<file path="config.mk">
export PLATFORM = sky130hd
export DESIGN_NAME = max10_button_bank
export DESIGN_NICKNAME = d
export VERILOG_FILES = /design/src/rtl/max10_button_bank.sv
export SDC_FILE = /design/constraint.sdc
export NUM_CORES = 1
export LEC_CHECK = 0
export ABC_AREA = 1
export BUFFER_PORTS_ARGS = -buffer_cell sky130_fd_sc_hd__buf_2
export CORE_MARGIN = 8
export CORE_UTILIZATION = 57
export CTS_CLUSTER_DIAMETER = 50
export DETAILED_ROUTE_END_ITERATION = 8
export PLACE_DENSITY = 0.87
export SYNTH_ARGS = -nofsm -noshare
export SYNTH_HDL_FRONTEND = slang
export SYNTH_SLANG_ARGS = --single-unit
</file>
<file path="constraint.sdc">
create_clock -name clk -period 1.6 [get_ports clk]
set_input_delay 0.32 -clock clk [delete_from_list [all_inputs] [get_ports clk]]
set_output_delay 0.32 -clock clk [all_outputs]
set_load 0.05 [all_outputs]
</file>
<file path="src/rtl/max10_button_bank.sv">
// Serial button/LED bank for the MAX10 companion chip: time-slotted sync/rx/tx
// framing, per-channel debounce with hysteresis, and edge pulses.
module max10_button_bank #(
    parameter int         CLK_SHIFT      = 1,
    parameter int         PERIOD         = 80,
    parameter int         NUM_BUTTONS    = 4,
    parameter int         DEBOUNCE       = 2,
    parameter logic [7:0] FIRST_SLOT     = 8'h61,
    parameter int         SLOT_STEP      = 2,
    parameter logic [7:0] LED_FIRST_SLOT = 8'h21
) (
    input  logic                   clk,
    input  logic                   reset,
    output logic                   rx,
    input  logic                   tx,
    output logic                   sync,
    input  logic [NUM_BUTTONS-1:0] led,
    output logic [NUM_BUTTONS-1:0] buttons,
    output logic [NUM_BUTTONS-1:0] pressed,
    output logic [NUM_BUTTONS-1:0] released,
    output logic                   link_err
);

    localparam logic [7:0] LAST_SLOT = 8'(2 * PERIOD - 1);
    localparam logic [7:0] END_SLOT  = 8'd128;

    if (CLK_SHIFT < 1 || PERIOD < 65 || PERIOD > 128 ||
        NUM_BUTTONS < 1 || NUM_BUTTONS > 16 || DEBOUNCE < 2 ||
        int'(FIRST_SLOT) + (NUM_BUTTONS - 1) * SLOT_STEP >= 128 ||
        int'(LED_FIRST_SLOT) + (NUM_BUTTONS - 1) * SLOT_STEP >= 128) begin : g_param_err
        $error("max10_button_bank: illegal parameter combination");
    end

    logic [CLK_SHIFT-1:0]   presc_q, presc_d;
    logic [7:0]             cnt_q, cnt_d;
    logic                   sync_q, sync_d;
    logic                   rx_q, rx_d;
    logic                   seen0_q, seen0_d;
    logic                   seen1_q, seen1_d;
    logic                   link_err_q, link_err_d;
    logic                   tick;
    logic                   frame_end;
    logic                   frame_ok;
    logic [NUM_BUTTONS-1:0] led_hit;

    assign tick      = &presc_q;
    assign frame_end = tick && (cnt_q == END_SLOT);
    assign frame_ok  = seen0_q & seen1_q;

    always_comb begin
        presc_d    = presc_q + 1'b1;
        cnt_d      = cnt_q;
        sync_d     = sync_q;
        rx_d       = rx_q;
        seen0_d    = seen0_q;
        seen1_d    = seen1_q;
        link_err_d = link_err_q;
        if (tick) begin
            cnt_d  = (cnt_q == LAST_SLOT) ? 8'd0 : cnt_q + 8'd1;
            sync_d = cnt_q[0] & ~cnt_q[7];
            rx_d   = |led_hit;
            // Frame end is an even slot, so it never overlaps the odd-slot line monitor.
            if (frame_end) begin
                seen0_d    = 1'b0;
                seen1_d    = 1'b0;
                link_err_d = ~frame_ok;
            end else if (cnt_q[0]) begin
                seen0_d = seen0_q | ~tx;
                seen1_d = seen1_q | tx;
            end
        end
    end

    always_ff @(posedge clk or posedge reset) begin
        if (reset) begin
            presc_q    <= '0;
            cnt_q      <= '0;
            sync_q     <= 1'b0;
            rx_q       <= 1'b0;
            seen0_q    <= 1'b0;
            seen1_q    <= 1'b0;
            link_err_q <= 1'b0;
        end else begin
            presc_q    <= presc_d;
            cnt_q      <= cnt_d;
            sync_q     <= sync_d;
            rx_q       <= rx_d;
            seen0_q    <= seen0_d;
            seen1_q    <= seen1_d;
            link_err_q <= link_err_d;
        end
    end

    assign rx       = rx_q;
    assign sync     = sync_q;
    assign link_err = link_err_q;

    for (genvar gi = 0; gi < NUM_BUTTONS; gi++) begin : g_chan
        localparam logic [7:0] BTN_SLOT = 8'(int'(FIRST_SLOT) + gi * SLOT_STEP);
        localparam logic [7:0] LED_SLOT = 8'(int'(LED_FIRST_SLOT) + gi * SLOT_STEP);

        logic                raw_q, raw_d;
        logic [DEBOUNCE-1:0] shift_q, shift_d;
        logic                btn_q, btn_d;
        logic                pressed_q, released_q;

        assign led_hit[gi] = (cnt_q == LED_SLOT) & led[gi];

        always_comb begin
            raw_d   = raw_q;
            shift_d = shift_q;
            btn_d   = btn_q;
            if (tick && cnt_q == BTN_SLOT) begin
                raw_d = ~tx;
            end
            // A stuck frame counts as "released" so a dead link eventually drops the button.
            if (frame_end) begin
                shift_d = {shift_q[DEBOUNCE-2:0], raw_q & frame_ok};
            end
            if (&shift_q) begin
                btn_d = 1'b1;
            end else if (~|shift_q) begin
                btn_d = 1'b0;
            end
        end

        always_ff @(posedge clk or posedge reset) begin
            if (reset) begin
                raw_q      <= 1'b0;
                shift_q    <= '0;
                btn_q      <= 1'b0;
                pressed_q  <= 1'b0;
                released_q <= 1'b0;
            end else begin
                raw_q      <= raw_d;
                shift_q    <= shift_d;
                btn_q      <= btn_d;
                pressed_q  <= btn_d & ~btn_q;
                released_q <= ~btn_d & btn_q;
            end
        end

        assign buttons[gi]  = btn_q;
        assign pressed[gi]  = pressed_q;
        assign released[gi] = released_q;
    end

endmodule
</file>
==> results.py <==
metrics = {
    "cells_and_area": {
        "final_area_um2": 1950,
        "nets": 229,
        "multi_input_area_um2": 617,
        "drive_above_1_share_pct": 21.4,
        "areaGrowthSynthToFinish_pct": 7.91,
        "n_fill_cell": 253,
        "layout_common_cells": "nand2_1 (46), dfrtp_1 (38), inv_1 (28)",
        "final_util_pct": 64.3,
        "final_common_cell": "nand2_1",
        "regArea_um2": 951,
        "diodes": 0,
    },
    "pwr": {
        "total_power_w": 0.00162,
        "vdd_drop_max_uv": 666,
        "power.density_nw_per_um2": 832,
        "p_leak_nw": 1.02,
    },
    "cts": {
        "cts.sink_count": 38,
        "cts.clk_slew.worst_paths_ns": 0.11,
        "cts_made_buffers": 5,
        "cts_buffer_depth": 2,
        "postCtsSetupRepairBufs": 0,
        "clk_latency_ns": 0.34,
        "cts_resized": 0,
        "root_buffer": "clkbuf_4",
        "cts_tree": "built",
        "holdBufCountCts": 0,
        "htreeDepth": 2,
    },
    "timing": {
        "post-route-min-period_ns": 1.46,
        "worstMarginPinSlew_ns": 0.459,
        "whs_ns": 0.0618,
        "slew_violations": 0,
        "finalCritPeriodShare_pct": 91.5,
        "relSlewSlack_pct": 69.4,
        "clock.fmax_mhz": 683,
        "rsz0062_at_grt": "no",
        "hold_viol": 0,
        "setup_viol": 0,
        "setup_tns_ns": 0,
        "finClkSkew_ns": 0.00715,
    },
    "hold_path": {
        "hold_class": "primary input to async pin",
    },
    "synthesis": {
        "synth_seq_area_share_pct": 52.7,
        "ys_types": 23,
        "syn-num-nets": 213,
        "synthCells": 203,
        "synth_area_um2": 1800,
        "synth-seq-cells": 38,
        "yosysWarningCount": 0,
        "syn_avg_cell_area_um2": 8.88,
    },
    "setup_path": {
        "crit_path_start": "cnt_q[0]$_DFFE_PP0P_",
        "required_ns": 1.83,
        "crit_fanout": 19,
        "r2r_end": "g_chan[0].shift_q[1]$_DFFE_PP0P_",
        "reg2reg_slack_ns": 0.14,
        "rr_startpoint": "cnt_q[0]$_DFFE_PP0P_",
        "cp.arrival_ns": 1.70,
        "cp-endpoint": "g_chan[0].shift_q[1]$_DFFE_PP0P_",
        "endpoint_kind": "flop",
        "cp-start-kind": "flop",
        "reg2regPathDepth": 7,
        "worst-setup-path-type": "flop to flop",
    },
    "routing": {
        "drc": 0,
        "wire_per_inst_um": 11.2,
        "drt_iter0_markers": 101,
        "dr.pass1.iters": 4,
        "wirelength_mm": 2.95,
        "vias": 1275,
        "routed_via_density": 4.83,
        "postRouteAntennaNets": 0,
    },
    "die": {
        "core_um2": 3030,
        "die_area_um2": 5220,
        "fp.dieW_um": 72.2,
        "die_height_um": 72.2,
        "fp-row-count": 20,
        "io_pins": 22,
        "start_util_pct": 59.5,
    },
    "global_route": {
        "grt_first_pass_wirelength_mm": 5.28,
        "antenna_found_initial": 0,
        "grt_max_degree": 39,
        "gr-total-overflow": 0,
        "grt_pass1_vias": 1219,
        "grt_util_all_layers_pct": 12.9,
    },
    "status": {
        "status": "finished clean",
    },
    "placed_design": {
        "portBuffers": 21,
        "hpwlAfterDp_mm": 2.13,
        "place_area_um2": 1870,
        "gp_congestion": 0.875,
    },
    "flow_run": {
        "max_cap_violations": 0,
    },
}
==> synth_stat cells (all sizes together) <==
| cell type | number | share of area [%] |
|---|---|---|
| clkinv | 1 | 0.49 |
| ha | 3 | 2.1 |
| a21oi | 1 | 0.28 |
| nand2 | 48 | 11 |
| nor3 | 8 | 3.1 |
| o21a | 1 | 0.42 |
| inv | 29 | 6.0 |
| nand4 | 3 | 1.0 |
| dfrtp | 38 | 53 |
| o21ai | 25 | 8.8 |
| nand3 | 7 | 1.9 |
| a31oi | 1 | 0.35 |
| nor2 | 20 | 4.2 |
| buf | 15 | 6.5 |
| xor2 | 3 | 1.5 |
==> worst min path at each step <==
| stage | start | to | slack [ns] |
|---|---|---|---|
| floorplan | tx | g_chan[1].raw_q$_DFFE_PP0P_ | 0.43 |
| global placement | reset | seen1_q$_DFFE_PP0P_ | 0.45 |
| detailed placement | reset | seen1_q$_DFFE_PP0P_ | 0.46 |
| CTS | reset | cnt_q[7]$_DFFE_PP0P_ | 0.07 |
| global route | reset | g_chan[2].shift_q[0]$_DFFE_PP0P_ | 0.09 |
| finish | reset | g_chan[2].raw_q$_DFFE_PP0P_ | 0.06 |
==> through the flow <==
step,setup WS [ns],std cells
after detailed placement,0.163,256
after floorplan,0.262,203
after global placement,0.215,256
after CTS,0.121,264
after global routing,0.0169,264
final,0.136,264
==> critical path, cell delays in order (launching register included) <==
cell,delay (ns)
dfrtp_1,0.44
inv_1,0.11
ha_1,0.14
nand2_1,0.06
nor3_2,0.21
nand2_4,0.20
nand2_1,0.13
o21ai_2,0.06
==> layout make-up <==
type | count | area share [%]
sequential | 38 | 48.9
multi-input combinational | 120 | 31.7
timing repair buffer | 24 | 6.56
inverter | 30 | 6.05
tap | 44 | 2.83
clock inverter | 3 | 2.06
clock buffer | 5 | 1.93
==> logic make-up (layout without fill, tap and decap cells) <==
family | after synthesis | count (layout) | share of synthesized area, %
and+or+nand+nor | 86 | 86 | 20.8
buffers and inverters | 45 | 62 | 13.0
DFF | 38 | 38 | 52.7
AOI/OAI and AO/OA | 28 | 28 | 9.85
adders and majority gates | 3 | 3 | 2.08
xor gates and xnor gates | 3 | 3 | 1.46
==> report_power, final <==
| group | total (W) | switching [W] | internal (W) | leakage, nW |
|---|---|---|---|---|
| logic | 0.0000285 | 0.0000214 | 0.00000714 | 0.494 |
| clock network | 0.000631 | 0.000308 | 0.000324 | 0.0450 |
| registers | 0.000960 | 0.00000000782 | 0.000960 | 0.481 |
==> flip-flops by register name (all words and copies together), names as in the netlist <==
name	flops
seen0_q	1
g_chan.shift_q	8
rx	1
sync	1
cnt_q	8
link_err	1
presc_q	1
g_chan.pressed_q	4
g_chan.btn_q	4
g_chan.raw_q	4
seen1_q	1
g_chan.released_q	4
==> routing by layer <==
| layer | share of wire, % | GRT usage (%) |
|---|---|---|
| met3 | 6.5 | 3.72 |
| met4 | 2.4 | 7.94 |
| met2 | 47 | 21.7 |
| met5 | 0 | 0 |
| met1 | 44 | 14.1 |
Power figures use the tool's default switching activity.
